[config.mk]
export PLATFORM = sky130hd
export DESIGN_NAME = instruction_queue
export DESIGN_NICKNAME = d
export VERILOG_FILES = /design/src/rtl/instruction_queue_pkg.sv /design/src/rtl/instruction_queue.sv
export SDC_FILE = /design/constraint.sdc
export NUM_CORES = 1
export LEC_CHECK = 0
export CAP_MARGIN = 20
export CORE_MARGIN = 2
export CORE_UTILIZATION = 45
export DETAILED_ROUTE_END_ITERATION = 7
export PLACE_DENSITY_LB_ADDON = 0.08
export SYNTH_ARGS = -nofsm -noshare
export SYNTH_HDL_FRONTEND = slang
export SYNTH_SLANG_ARGS = --single-unit
export TNS_END_PERCENT = 20
[constraint.sdc]
create_clock -name clk_in -period 12.5 [get_ports clk_in]
set_clock_uncertainty 0.15 [all_clocks]
set_input_delay 3.125 -clock clk_in [delete_from_list [all_inputs] [get_ports clk_in]]
set_output_delay 3.125 -clock clk_in [all_outputs]
set_load 0.1 [all_outputs]
[src/rtl/instruction_queue_pkg.sv]
// Shared sizing constants for the instruction queue between fetch and decode.
// InstQueueSizeLog sits next to the instruction and address widths so that
// fetch, queue and decoder all agree on one set of numbers.
package instruction_queue_pkg;

  // log2 of the number of queue entries
  localparam int InstQueueSizeLog = 4;
  // instruction word width
  localparam int IDWidth          = 32;
  // program counter width
  localparam int AddressWidth     = 32;

  // Entry count for a given pointer width.
  function automatic int depth_of(input int size_log);
    return 1 << size_log;
  endfunction

endpackage

[src/rtl/instruction_queue.sv]
// Purpose : circular FIFO of fetched {instruction, PC} pairs feeding the decoder.
// Latency : 1 cycle from push to decoder visibility; 0 cycles into an empty
//           queue when INSTQUEUE_BYPASS_EN is defined.
// Backpr. : instqueue_if_full_out stops fetch; dispatcher stall holds the head.
//
// Ports:
//   clk_in / rst_in / rdy_in         clock, sync active-high reset, global ready
//   if_instqueue_*                   push side from fetch (en, inst, pc)
//   instqueue_if_full_out            queue full, fetch must not push
//   instqueue_decoder_*              head entry to decoder (en, inst, pc)
//   decoder_instqueue_rst_in         JAL redirect flush from decoder
//   dispatcher_instqueue_stall_in    downstream cannot take an instruction
//   rob_instqueue_rst_in             misprediction flush
//
// Optional feature macro: INSTQUEUE_BYPASS_EN (empty-queue zero-latency path).
module instruction_queue
  import instruction_queue_pkg::*;
#(
  parameter int QUEUE_SIZE_LOG = InstQueueSizeLog,
  parameter int IDW            = IDWidth,
  parameter int AW             = AddressWidth
) (
  input  logic           clk_in,
  input  logic           rst_in,
  input  logic           rdy_in,
  input  logic           if_instqueue_en_in,
  input  logic [IDW-1:0] if_instqueue_inst_in,
  input  logic [AW-1:0]  if_instqueue_pc_in,
  output logic           instqueue_if_full_out,
  output logic           instqueue_decoder_en_out,
  output logic [IDW-1:0] instqueue_decoder_inst_out,
  output logic [AW-1:0]  instqueue_decoder_pc_out,
  input  logic           decoder_instqueue_rst_in,
  input  logic           dispatcher_instqueue_stall_in,
  input  logic           rob_instqueue_rst_in
);

  localparam int DEPTH = depth_of(QUEUE_SIZE_LOG);
  localparam logic [QUEUE_SIZE_LOG:0]   FULL_CNT = (QUEUE_SIZE_LOG+1)'(DEPTH);
  localparam logic [QUEUE_SIZE_LOG-1:0] PTR_ONE  = QUEUE_SIZE_LOG'(1);
  localparam logic [QUEUE_SIZE_LOG:0]   CNT_ONE  = (QUEUE_SIZE_LOG+1)'(1);

  // Pointer and occupancy state. Full vs empty is told apart by r_count only,
  // since head == tail in both cases.
  logic [QUEUE_SIZE_LOG-1:0] r_head;
  logic [QUEUE_SIZE_LOG-1:0] r_tail;
  logic [QUEUE_SIZE_LOG:0]   r_count;

  // Entry storage; never reset, only slots between head and tail are read.
  logic [IDW-1:0] r_inst_mem [DEPTH];
  logic [AW-1:0]  r_pc_mem   [DEPTH];

  logic w_flush;
  logic w_full;
  logic w_empty;
  logic w_can_deq;
  logic w_push;
  logic w_bypass;
  logic w_store;
  logic w_pop;

  assign w_flush = decoder_instqueue_rst_in | rob_instqueue_rst_in;
  assign w_full  = (r_count == FULL_CNT);
  assign w_empty = (r_count == '0);

  // The decoder flush is left out of the dequeue gate: it is derived from the
  // instruction being presented, so including it would close a loop. The JAL
  // that raises it is therefore consumed in the same cycle.
  assign w_can_deq = rdy_in & !rst_in & !rob_instqueue_rst_in &
                     !dispatcher_instqueue_stall_in;

  assign w_push = if_instqueue_en_in & !w_full & !w_flush;

`ifdef INSTQUEUE_BYPASS_EN
  // Empty queue: hand the fetched word straight to the decoder. As with the
  // normal dequeue path the decoder flush is not part of this gate (it would
  // depend on the very word being bypassed); if it fires, the queue is
  // cleared at the edge anyway and nothing was written.
  assign w_bypass = w_can_deq & w_empty & if_instqueue_en_in;
`else
  assign w_bypass = 1'b0;
`endif

  assign instqueue_decoder_en_out = w_can_deq & (!w_empty | w_bypass);
  assign instqueue_if_full_out    = w_full;

  // A bypassed entry is neither stored nor popped from storage.
  assign w_store = w_push & !w_bypass;
  assign w_pop   = instqueue_decoder_en_out & !w_bypass;

  always_comb begin
    instqueue_decoder_inst_out = '0;
    instqueue_decoder_pc_out   = '0;
    if (w_bypass) begin
      instqueue_decoder_inst_out = if_instqueue_inst_in;
      instqueue_decoder_pc_out   = if_instqueue_pc_in;
    end else if (instqueue_decoder_en_out) begin
      instqueue_decoder_inst_out = r_inst_mem[r_head];
      instqueue_decoder_pc_out   = r_pc_mem[r_head];
    end
  end

  // Storage write; w_store already excludes flush and full.
  always_ff @(posedge clk_in) begin
    if (!rst_in && rdy_in && w_store) begin
      r_inst_mem[r_tail] <= if_instqueue_inst_in;
      r_pc_mem[r_tail]   <= if_instqueue_pc_in;
    end
  end

  // Pointers and count. Pointers wrap naturally at DEPTH.
  always_ff @(posedge clk_in) begin
    if (rst_in) begin
      r_head  <= '0;
      r_tail  <= '0;
      r_count <= '0;
    end else if (rdy_in) begin
      if (w_flush) begin
        r_head  <= '0;
        r_tail  <= '0;
        r_count <= '0;
      end else begin
        if (w_store) begin
          r_tail <= r_tail + PTR_ONE;
        end
        if (w_pop) begin
          r_head <= r_head + PTR_ONE;
        end
        case ({w_store, w_pop})
          2'b10:   r_count <= r_count + CNT_ONE;
          2'b01:   r_count <= r_count - CNT_ONE;
          default: r_count <= r_count;
        endcase
      end
    end
  end

endmodule

# After elaboration in Yosys (flattened, before gate mapping)
# Memories as Yosys holds them, arrays and structs flattened. A register that Yosys moved wholly into a read port is not among the register bits.
# Cells that the tools add are included.
# totals
reg_bits	13
ramBits	1024
output_inout_bits	66
mem_count	2
# memory_table
memory	words	width	rd	rd_clocked_by_memory_dff	write_ports	line	text
r_inst_mem	16	32	1	1	1	instruction_queue.sv:50	logic [IDW-1:0] r_inst_mem [DEPTH];
r_pc_mem	16	32	1	1	1	instruction_queue.sv:51	logic [AW-1:0] r_pc_mem [DEPTH];
# op_classes
n_addsub	4
n_eq_ne	3
mux	14
n_bitwise	7
n_reduce_logical	15
# ops
op	count
32-bit 2-to-1 mux	2
4-bit 2-to-1 mux	8
5-bit one-hot mux with 2 select lines	1
4-bit by 1-bit adder with 4-bit output, second input constant	2
1-bit AND	6
1-bit logical NOT	6
2-bit AND reduction	3
5-bit by 1-bit adder with 5-bit output, second input constant	1
5-bit == test, second input constant	1
5-bit logical NOT	1
5-bit 2-to-1 mux	1
5-bit by 1-bit subtractor with 5-bit output, second input constant	1
2-bit nonzero test	2
3-bit nonzero test	1
2-bit by 1-bit == test with 1-bit output, second input constant	1
2-bit == test, second input constant	1
1-bit logical AND	2
1-bit 2-to-1 mux	2
1-bit bitwise OR	1

# Longest topological paths before layout
# logic_depth
depth_word	9
depth_mapped	13
mapped_depth_nobuf	11

# Least setup slack after synthesis
# Ideal clock, no wire load.
# synth_path
kind	input to register
from	in rob_instqueue_rst_in
to	mem r_inst_mem[3][0] (netlist bit), enable pin
setup_ns	0.565
arrival_ns	8.501
required_time_ns	11.785
path_slack_ns	3.285
cell_stages	5
path_buffers	0
cell_sequence	nor2_1 > nand2_1 > nor3_1 > nand2_1 > nor3_1
# synth_via
elab_chain_cells	6
# synth_rtl
item	line	text
from (decl)	instruction_queue.sv:35	input logic rob_instqueue_rst_in
1-bit bitwise OR	instruction_queue.sv:62	assign w_flush = decoder_instqueue_rst_in | rob_instqueue_rst_in;
1-bit logical NOT	instruction_queue.sv:72	assign w_push = if_instqueue_en_in & !w_full & !w_flush;
1-bit AND	instruction_queue.sv:72	
1-bit logical AND	instruction_queue.sv:105	if (!rst_in && rdy_in && w_store) begin
1-bit 2-to-1 mux	instruction_queue.sv:105	
1-bit 2-to-1 mux (implied by the code)	instruction_queue.sv:106	r_inst_mem[r_tail] <= if_instqueue_inst_in;
to (decl)	instruction_queue.sv:50	
# Every way passes these cells.

# Worst setup path after layout
# layout_path
from	in rst_in
to	out instqueue_decoder_pc_out[19]
# layout_via
elab_chain_cells	6
# layout_rtl
item	line	text
from (decl)	instruction_queue.sv:24	input logic rst_in,
1-bit logical NOT	instruction_queue.sv:69	assign w_can_deq = rdy_in & !rst_in & !rob_instqueue_rst_in &
1-bit AND (3 in a row)	instruction_queue.sv:69	
1-bit AND	instruction_queue.sv:84	assign instqueue_decoder_en_out = w_can_deq & (!w_empty | w_bypass);
32-bit 2-to-1 mux	instruction_queue.sv:97	end else if (instqueue_decoder_en_out) begin
to (decl)	instruction_queue.sv:32	output logic [AW-1:0] instqueue_decoder_pc_out,
# Every way passes these cells.

==> results by group <==
Synth
  – Syn. warnings: 0
  – Count leader, synth: edfxtp_1
  – Most area-consuming cells after synthesis: edfxtp_1 (77%), mux4_2 (18%), and2_1 (1.0%), dfxtp_1 (0.85%), buf_6 (0.39%)
  – Area leader, netlist: edfxtp_1
  – Syn Area/Cell: 24.6 sq um
  – Post-synthesis sequential area ratio: 0.779
  – Yosys reg bits: 1041
  – Synth unique cells: 44
  – Top cells by count, synth: edfxtp_1 (1024), mux4_2 (320), and2_1 (64), clkbuf_1 (40), nor2_1 (25)
  – Top_reg_cell synth: edfxtp_1
  – Top cell type's share of synthesized area: 0.770
  – Syn_nets: 1703
  – Number of synthesized flops with an enable pin: 1024
  – Netlist Area Pre-Place: 39900 sq um
  – FFs w/ async S/R, synth: 0
  – Cells after Synth: 1623

Detailed routing
  – Post-DR wirelength/cell: 28.5 microns
  – DR DRC count: 0
  – Antenna Violating Nets Remaining: 0
  – Vias per cell: 5.71
  – Routed wire length: 88000 microns
  – First-pass detailed-route iteration total: 5
  – Via count: 17600
  – Starting DRT DRC Count: 1326

Global routing
  – Largest net degree at the start of global routing: 105
  – Vias in the first global route: 18800
  – Met1 usage: 0.263
  – Met2 usage: 0.341
  – GRT overflow: 0
  – First-pass GRT wire length: 128000 microns
  – Grt met3 use: 0.0291
  – Initial antenna violation count: 5
  – Most used routing layer: met2
  – Total track usage: 0.197

Clocking
  – CTS resizes: 0
  – Clock Latency Late Sink: 0.65 ns
  – CTS Root Cell: clkbuf_16
  – # Post-CTS Setup Buffers: 0
  – Num CTS Buffers: 108
  – Bufs on Longest Clock Path: 3
  – Hold bufs inserted after CTS: 0
  – Clk sinks: 1041
  – Reg clk slew, reported paths: 0.06 ns
  – H-tree depth: 3
  – CTS tree: built

Timing
  – Final setup fails: 0
  – Fmax: 0.0975 GHz
  – Slew of the pin with the lowest slew margin: 1.02 ns
  – Max Transition Viols Final: 0
  – WHS: 0.336 ns
  – Final hold violation count: 0
  – Max_slew headroom: 0.320
  – Min Tclk post-route: 10.26 ns
  – RSZ-0062 raised after global routing: false
  – Setup TNS: 0 ns
  – Final period util: 0.821

Power and ir drop
  – Leakage: 13.8 nW
  – Pwr per Cell Area: 153 nW/um^2
  – Peak supply drop: 153 uV

Final layout
  – Finished Layout Cells: 3090
  – Area Overhead vs Synth: 15.7%
  – Post-route cell area: 46200 sq um
  – Final Net Count: 1910
  – Share of cells above drive strength 1: 0.279
  – Fillers: 6876
  – Post-layout util: 0.524

Critical path
  – R2R cell count: 7
  – Crit path launch: rst_in
  – Startpoint Class: primary input
  – Critical path type: in -> out
  – Worst r2r src: r_count[0]
  – R2r endpoint: r_pc_mem[10][18]
  – Internal reg-to-reg setup slack: 8.47 ns
  – Crit path required time: 9.22 ns
  – Crit Path Max Fanout: 42
  – Crit end category: output port
  – Arr. time, crit path: 6.98 ns

Placement
  – DP HPWL: 44200 microns
  – Final GP Congestion: 0.724
  – Placed insts: 2884
  – IO buf count: 136
  – Post-DP Area: 42700 sq um

Floorplanning
  – Die ar.: 91100 sq um
  – Die width: 302 microns
  – Starting Density: 0.453
  – Die height: 302 microns
  – # rows: 109
  – Core Box Area: 88100 sq um
  – IO Pins: 137

Hold path
  – Worst hold path type: reg -> reg
  – Hold depth: 1
  – Hold Path Origin: r_head[3]

Flow run
  – Max-Cap Viols: 0

Status
  – Status: finished, final reports clean
-- cells in the final DEF, fill, tap and decap left out, types with 13 or more instances in the layout --
master	instances
dfxtp_1	13
edfxtp_1	1024
nor2_1	13
clkbuf_1	34
clkinv_2	17
mux4_2	320
clkinv_1	25
and2_1	64
clkbuf_16	110
clkdlybuf4s50_1	136
buf_4	41
-- critical path, stage by stage --
cell and delay [ns]:
clkdlybuf4s50_1 0.73, nor4b_4 0.57, o21ai_1 0.19, inv_2 0.41, buf_4 0.47, and2_1 0.22
clkdlybuf4s50_1 1.13
-- through the flow --
stage          power (mW)  setup WS (ns)
2_1_floorplan        3.93           3.28
3_3_place_gp         3.99           2.28
3_5_place_dp         4.00           2.18
4_1_cts              7.13           2.17
5_1_grt              7.26           1.96
6_report             7.05           2.24
-- per-layer routing --
| layer | up-vias | part of all wire |
|---|---|---|
| met1 | 9743 | 0.42 |
| met3 | 136 | 0.036 |
| met4 | 4 | 0.023 |
| met2 | 341 | 0.52 |
| met5 | - | 0.00031 |
| li1 | 7414 | - |
-- state kept, by name, indices dropped and copies added, names as in the netlist, named ones only --
name	flops
r_inst_mem	512
r_count	5
r_tail	4
r_head	4
r_pc_mem	512
-- cells by family after synthesis --
group / after synthesis / share of synthesized area
simple gates: 123 / 0.0177
xor+xnor: 2 / 0.000439
fa+ha+maj: 9 / 0.00301
compound gates: 32 / 0.00539
flops: 1041 / 0.779
buf+inv: 91 / 0.0128
mux: 325 / 0.182
-- area by class of cell --
type                            instances  area, sq um  area share
Inverter                                8         30.0    0.000650
Timing Repair Buffer                  180         1720      0.0372
Antenna cell                            1         2.50   0.0000542
Tap cell                             1165         1460      0.0316
Clock buffer                          144         2880      0.0623
Clock inverter                         60          576      0.0125
Multi-Input combinational cell        491         8430       0.182
Sequential cell                      1041        31100       0.673
-- power by group --
part / internal, mW / switching [mW] / total (mW) / leakage [nW]
Clock: 1.84 / 1.29 / 3.13 / 1.68
Combinational: 0.0302 / 0.0604 / 0.0906 / 2.80
Sequential: 3.83 / 0.00104 / 3.84 / 9.34
-- worst max path at each step --
stage | end
after floorplan | r_inst_mem[3][0]
after global placement | instqueue_decoder_pc_out[15]
after detailed placement | instqueue_decoder_pc_out[19]
after CTS | instqueue_decoder_pc_out[19]
after global routing | instqueue_decoder_inst_out[19]
final | instqueue_decoder_pc_out[19]
Note: power is estimated with default switching activity, not from simulation.
